**config.mk**
```make
export PLATFORM = sky130hd
export DESIGN_NAME = multi_digit_counter_display
export DESIGN_NICKNAME = d
export VERILOG_FILES = /design/src/rtl/multi_digit_counter_display.sv
export SDC_FILE = /design/constraint.sdc
export NUM_CORES = 1
export LEC_CHECK = 0
export CORE_ASPECT_RATIO = 1.2
export CORE_MARGIN = 2
export CORE_UTILIZATION = 58
export DETAILED_ROUTE_END_ITERATION = 6
export PLACE_DENSITY = 0.8
export RECOVER_POWER = 50
export SYNTH_ARGS = -nofsm -noshare
export SYNTH_HDL_FRONTEND = slang
export SYNTH_SLANG_ARGS = --single-unit
```
**constraint.sdc**
```tcl
create_clock -name clk -period 2.5 [get_ports clk]
set_input_delay 0.25 -clock clk [delete_from_list [all_inputs] [get_ports clk]]
set_output_delay 0.25 -clock clk [all_outputs]
set_load 0.01 [all_outputs]
```
**src/rtl/multi_digit_counter_display.sv**
```systemverilog
// N-digit hex/BCD up/down counter with an auto-tick prescaler and a
// time-multiplexed, active-low seven-segment scan driver.
module multi_digit_counter_display #(
    parameter int NUM_DIGITS = 4,
    parameter int SCAN_DIV   = 100_000,
    parameter int AUTO_DIV   = 100_000_000,
    parameter int LZ_BLANK   = 0
) (
    input  logic                    clk,
    input  logic                    reset,
    input  logic                    inc_pulse,
    input  logic                    dec_pulse,
    input  logic                    auto_en,
    input  logic                    auto_dir,
    input  logic                    bcd_mode,
    output logic [4*NUM_DIGITS-1:0] count,
    output logic                    wrap,
    output logic [NUM_DIGITS-1:0]   an,
    output logic [6:0]              seg
);

    localparam int CNT_W  = 4 * NUM_DIGITS;
    localparam int IDX_W  = (NUM_DIGITS > 1) ? $clog2(NUM_DIGITS) : 1;
    localparam int SCAN_W = $clog2(SCAN_DIV);
    localparam int AUTO_W = $clog2(AUTO_DIV);

    localparam logic [SCAN_W-1:0] SCAN_LAST = SCAN_W'(SCAN_DIV - 1);
    localparam logic [AUTO_W-1:0] AUTO_LAST = AUTO_W'(AUTO_DIV - 1);
    localparam logic [IDX_W-1:0]  IDX_LAST  = IDX_W'(NUM_DIGITS - 1);

    logic [CNT_W-1:0]      r_count;
    logic                  r_wrap;
    logic                  r_bcdPrev;
    logic [AUTO_W-1:0]     r_autoCnt;
    logic [SCAN_W-1:0]     r_scanCnt;
    logic [IDX_W-1:0]      r_idx;
    logic [NUM_DIGITS-1:0] r_an;
    logic [6:0]            r_seg;

    logic                  w_tick;
    logic                  w_up;
    logic                  w_down;
    logic                  w_bcdChange;
    logic [3:0]            w_digitMax;
    logic [CNT_W-1:0]      w_incCount;
    logic                  w_incCarry;
    logic [CNT_W-1:0]      w_decCount;
    logic                  w_decBorrow;
    logic [NUM_DIGITS-1:0] w_lzBlank;
    logic [3:0]            w_digitSel;
    logic                  w_blankSel;

    function automatic logic [6:0] segDecode(input logic [3:0] digit);
        logic [6:0] pattern;
        case (digit)
            4'h0:    pattern = 7'h40;
            4'h1:    pattern = 7'h79;
            4'h2:    pattern = 7'h24;
            4'h3:    pattern = 7'h30;
            4'h4:    pattern = 7'h19;
            4'h5:    pattern = 7'h12;
            4'h6:    pattern = 7'h02;
            4'h7:    pattern = 7'h78;
            4'h8:    pattern = 7'h00;
            4'h9:    pattern = 7'h10;
            4'hA:    pattern = 7'h08;
            4'hB:    pattern = 7'h03;
            4'hC:    pattern = 7'h46;
            4'hD:    pattern = 7'h21;
            4'hE:    pattern = 7'h06;
            default: pattern = 7'h0E;
        endcase
        return pattern;
    endfunction

    // Auto prescaler is parked at zero while disabled so the first tick is a full period away.
    always_ff @(posedge clk) begin
        if (reset || !auto_en) begin
            r_autoCnt <= '0;
        end else if (r_autoCnt == AUTO_LAST) begin
            r_autoCnt <= '0;
        end else begin
            r_autoCnt <= r_autoCnt + AUTO_W'(1);
        end
    end

    assign w_tick      = auto_en && (r_autoCnt == AUTO_LAST);
    assign w_bcdChange = bcd_mode ^ r_bcdPrev;
    assign w_digitMax  = bcd_mode ? 4'd9 : 4'd15;

    always_comb begin
        w_up   = 1'b0;
        w_down = 1'b0;
        if (auto_en) begin
            w_up   = w_tick & ~auto_dir;
            w_down = w_tick & auto_dir;
        end else begin
            w_up   = inc_pulse & ~dec_pulse;
            w_down = dec_pulse & ~inc_pulse;
        end
    end

    // Ripple carry/borrow through all digits; the final carry/borrow is the wrap condition.
    always_comb begin
        w_incCount  = r_count;
        w_incCarry  = 1'b1;
        w_decCount  = r_count;
        w_decBorrow = 1'b1;
        for (int k = 0; k < NUM_DIGITS; k++) begin
            if (w_incCarry) begin
                if (r_count[4*k +: 4] == w_digitMax) begin
                    w_incCount[4*k +: 4] = 4'd0;
                end else begin
                    w_incCount[4*k +: 4] = r_count[4*k +: 4] + 4'd1;
                    w_incCarry           = 1'b0;
                end
            end
            if (w_decBorrow) begin
                if (r_count[4*k +: 4] == 4'd0) begin
                    w_decCount[4*k +: 4] = w_digitMax;
                end else begin
                    w_decCount[4*k +: 4] = r_count[4*k +: 4] - 4'd1;
                    w_decBorrow          = 1'b0;
                end
            end
        end
    end

    // A mode change clears the count and swallows any step arriving in the same cycle,
    // so an out-of-range BCD digit can never appear.
    always_ff @(posedge clk) begin
        if (reset) begin
            r_count   <= '0;
            r_wrap    <= 1'b0;
            r_bcdPrev <= bcd_mode;
        end else begin
            r_bcdPrev <= bcd_mode;
            r_wrap    <= 1'b0;
            if (w_bcdChange) begin
                r_count <= '0;
            end else if (w_up) begin
                r_count <= w_incCount;
                r_wrap  <= w_incCarry;
            end else if (w_down) begin
                r_count <= w_decCount;
                r_wrap  <= w_decBorrow;
            end
        end
    end

    always_ff @(posedge clk) begin
        if (reset) begin
            r_scanCnt <= '0;
            r_idx     <= '0;
        end else if (r_scanCnt == SCAN_LAST) begin
            r_scanCnt <= '0;
            r_idx     <= (r_idx == IDX_LAST) ? '0 : r_idx + IDX_W'(1);
        end else begin
            r_scanCnt <= r_scanCnt + SCAN_W'(1);
        end
    end

    // A digit is a leading zero when it and every digit above it are zero; digit 0 always shows.
    always_comb begin
        logic allZeroAbove;
        allZeroAbove = 1'b1;
        w_lzBlank    = '0;
        for (int k = NUM_DIGITS - 1; k >= 0; k--) begin
            allZeroAbove = allZeroAbove && (r_count[4*k +: 4] == 4'd0);
            w_lzBlank[k] = allZeroAbove && (k != 0) && (LZ_BLANK != 0);
        end
    end

    always_comb begin
        w_digitSel = r_count[3:0];
        w_blankSel = 1'b0;
        for (int k = 0; k < NUM_DIGITS; k++) begin
            if (r_idx == IDX_W'(k)) begin
                w_digitSel = r_count[4*k +: 4];
                w_blankSel = w_lzBlank[k];
            end
        end
    end

    always_ff @(posedge clk) begin
        if (reset) begin
            r_an  <= '1;
            r_seg <= 7'h7F;
        end else begin
            r_an  <= ~(NUM_DIGITS'(1) << r_idx);
            r_seg <= w_blankSel ? 7'h7F : segDecode(w_digitSel);
        end
    end

    assign count = r_count;
    assign wrap  = r_wrap;
    assign an    = r_an;
    assign seg   = r_seg;

endmodule

```
==> metrics.txt <==
post-synth top area cell dfxtp_1; drt drc 0; fraction of synthesized cell area taken by the top area cell type 0.354; dpl hpwl 6520 µm; share of cells above drive strength 1 0.0851; Crit Path Max Fanout 12; cells after synthesis 513; RSZ-0062 raised after global routing no; critical path cell sequence ha_1 > and3_1 > nand4_1 > o21a_1 > o32a_1 > o21ai_0 > a21oi_1; DR iter-0 viols 150; TNS Setup 0 ns; Die Y 97.7 µm; share of flip-flops with an asynchronous set or reset 0; CTS Buf Count 9; Cell Area, Placed 4700 µm²; global-route wire length before repair 15500 µm; Layout Nets 577; Final Hold Fails 0; Clk pwr share 0.358; most frequent cell after synthesis dfxtp_1; internal cell power 1.72 mW; Worst setup EP type flop; syn_area_per_cell 8.27 µm²; # rows 34; Layout Utilization 0.678; register area share after synthesis 0.354; Post-synth top cells dfxtp_1, nor2_1, nand2_1; final setup vio count 0; crit path time final 2.24 ns; Worst path slowest cell o32a_1; relative slew slack 0.643; die width 82.1 µm; critical path data required time 2.72 ns; EDFF count, synth 0; Distinct cells, synth 64; Worst-Margin Slew 0.521 ns; Final Instance Count excl. Fillers 642; Switching Fraction 0.264; Most used DFF post-synth dfxtp_1; design area 4880 µm²; Die Footprint 8020 µm²; CORE AREA 7190 µm²; Inst Count DP 626; Yosys Warn Count 0; met2 WL 4520 µm; Total GRT Usage 0.239; initial antenna violation count 0; routability cong. 0.950; via count 3731; Hold Crit Class reg2reg; Post-CTS Setup Inserts 0; Avg WL per Cell 14.0 µm; vias in the first global route 3602; I/O Buffers 34; H-tree depth 3; Layout area overhead 15.0%; Clock Tree Root clkbuf_8; Clock Path Buffers 2; Worst Path Buf+Inv 0; slowest cell delay on critical path 0.45 ns; CTS clk-pin slew, worst paths 0.08 ns; routed vias/inst 5.81; diode count 0; Min Hold Slack 0.456 ns; clk_lat worst skew 0.34 ns; Peak Freq 0.447 GHz; routed metal-1 wire length 3910 µm; Syn Std Cell Area 4240 µm²; DRT Pass-1 Iters 4; ANT nets after route 0; Pwr Density 479 nW/µm²; Worst IR Drop VDD 0.277 mV; combinational power share 0.111; FF+latch count, synth 75; pin count of the biggest net entering global routing 19; clk sink count 75; Worst path top cell family by delay compound AO/OA/AOI/OAI gates; CTS tree built; Initial Utilization 0.590; Hold-fix buffers, CTS 0; period utilisation layout 0.894; WP data arrival 2.46 ns; outcome finished, final reports clean; Reg power frac 0.532; metal3 WL 364 µm; GR Overflow Total 0; Synth Net Count 543; Net Sw Power 0.617 mW; top sig layer met4; Top Ports 35; Clock Skew 0.0125 ns; Post-Route WL 8970 µm; crit path kind reg2reg; P_leak 1.84 nW; Max Slew Vio Count 0; Critical Path Source Type flop; top cells by area, synth dfxtp_1, ha_1, nor2_1; max_cap viols 0
-- metrics by stage --
step,worst slack (ns),power (mW)
after floorplan,0.223,1.43
after CTS,0.198,2.35
final,0.265,2.34
after global placement,0.205,1.53
after global routing,0.0581,2.43
after detailed placement,0.141,1.53
-- cell type report --
cell class              instances  area (µm²)
inverters                      20        75.1
clock buffers                  10         138
well taps                      90         113
repair buffers                 52         472
fillers                       588        2310
multi-input cells             389        2540
clock inverters                 6        38.8
flip-flops and latches         75        1500
-- registers in the layout, indices dropped and copies added (netlist names) --
signal	cells
r_bcdPrev	1
wrap	1
an	4
r_scanCnt	17
r_idx	2
seg	7
count	16
r_autoCnt	27
-- metal layers --
layer  track usage  vias up
met1         0.292     1749
met5             0        -
met3        0.0307       17
li1              -     1881
met4         0.101        0
met2         0.412       84
-- final timing paths --
kind	endpoint	depth (start not counted)	start	slack [ns]
setup / recovery	count[10]	7	r_autoCnt[0]	0.26
hold / removal	r_scanCnt[0]	1	r_scanCnt[0]	0.46
setup reg to reg	count[10]	7	r_autoCnt[0]	0.26
hold reg to reg	r_scanCnt[0]	1	r_scanCnt[0]	0.46
-- cell families after synthesis --
| group | count (synthesis) | share of synthesized area |
|---|---|---|
| flip-flops | 75 | 0.354 |
| multiplexers | 15 | 0.0363 |
| AO/OA/AOI/OAI | 101 | 0.160 |
| XOR/XNOR | 38 | 0.0785 |
| buffers and inverters | 49 | 0.0475 |
| adder cells (fa/ha/maj) | 23 | 0.0678 |
| AND/OR/NAND/NOR | 212 | 0.256 |
-- repair_timing --
action,CTS,global route
resized for setup,0,1
endpoints found under the hold margin,0,0
setup endpoints to repair,0,1
-- power groups by stage --
stage	Clock [mW]	Sequential, mW	Combinational (mW)
global placement	0	1.27	0.257
global route	0.897	1.25	0.287
CTS	0.844	1.24	0.265
floorplan	0	1.27	0.166
detailed placement	0	1.27	0.264
finish	0.836	1.24	0.259
-- placed cells by master, fill, tap and decap left out, types with 7 or more instances in the layout --
cell / synthesis / layout
dlygate4sd3_1: 0 / 29
a21oi_1: 23 / 23
nand3_1: 20 / 20
o21ai_0: 26 / 25
and3_1: 9 / 9
xnor2_1: 10 / 10
a211oi_1: 9 / 9
nand4_1: 12 / 12
ha_1: 23 / 23
and4_1: 7 / 7
dfxtp_1: 75 / 75
a31oi_1: 8 / 8
inv_1: 20 / 20
xor2_1: 28 / 28
clkbuf_8: 0 / 10
nand2_1: 46 / 46
mux2i_1: 12 / 12
buf_4: 2 / 17
or3_1: 8 / 8
nor2_1: 67 / 67
Power figures use the tool's default switching activity.
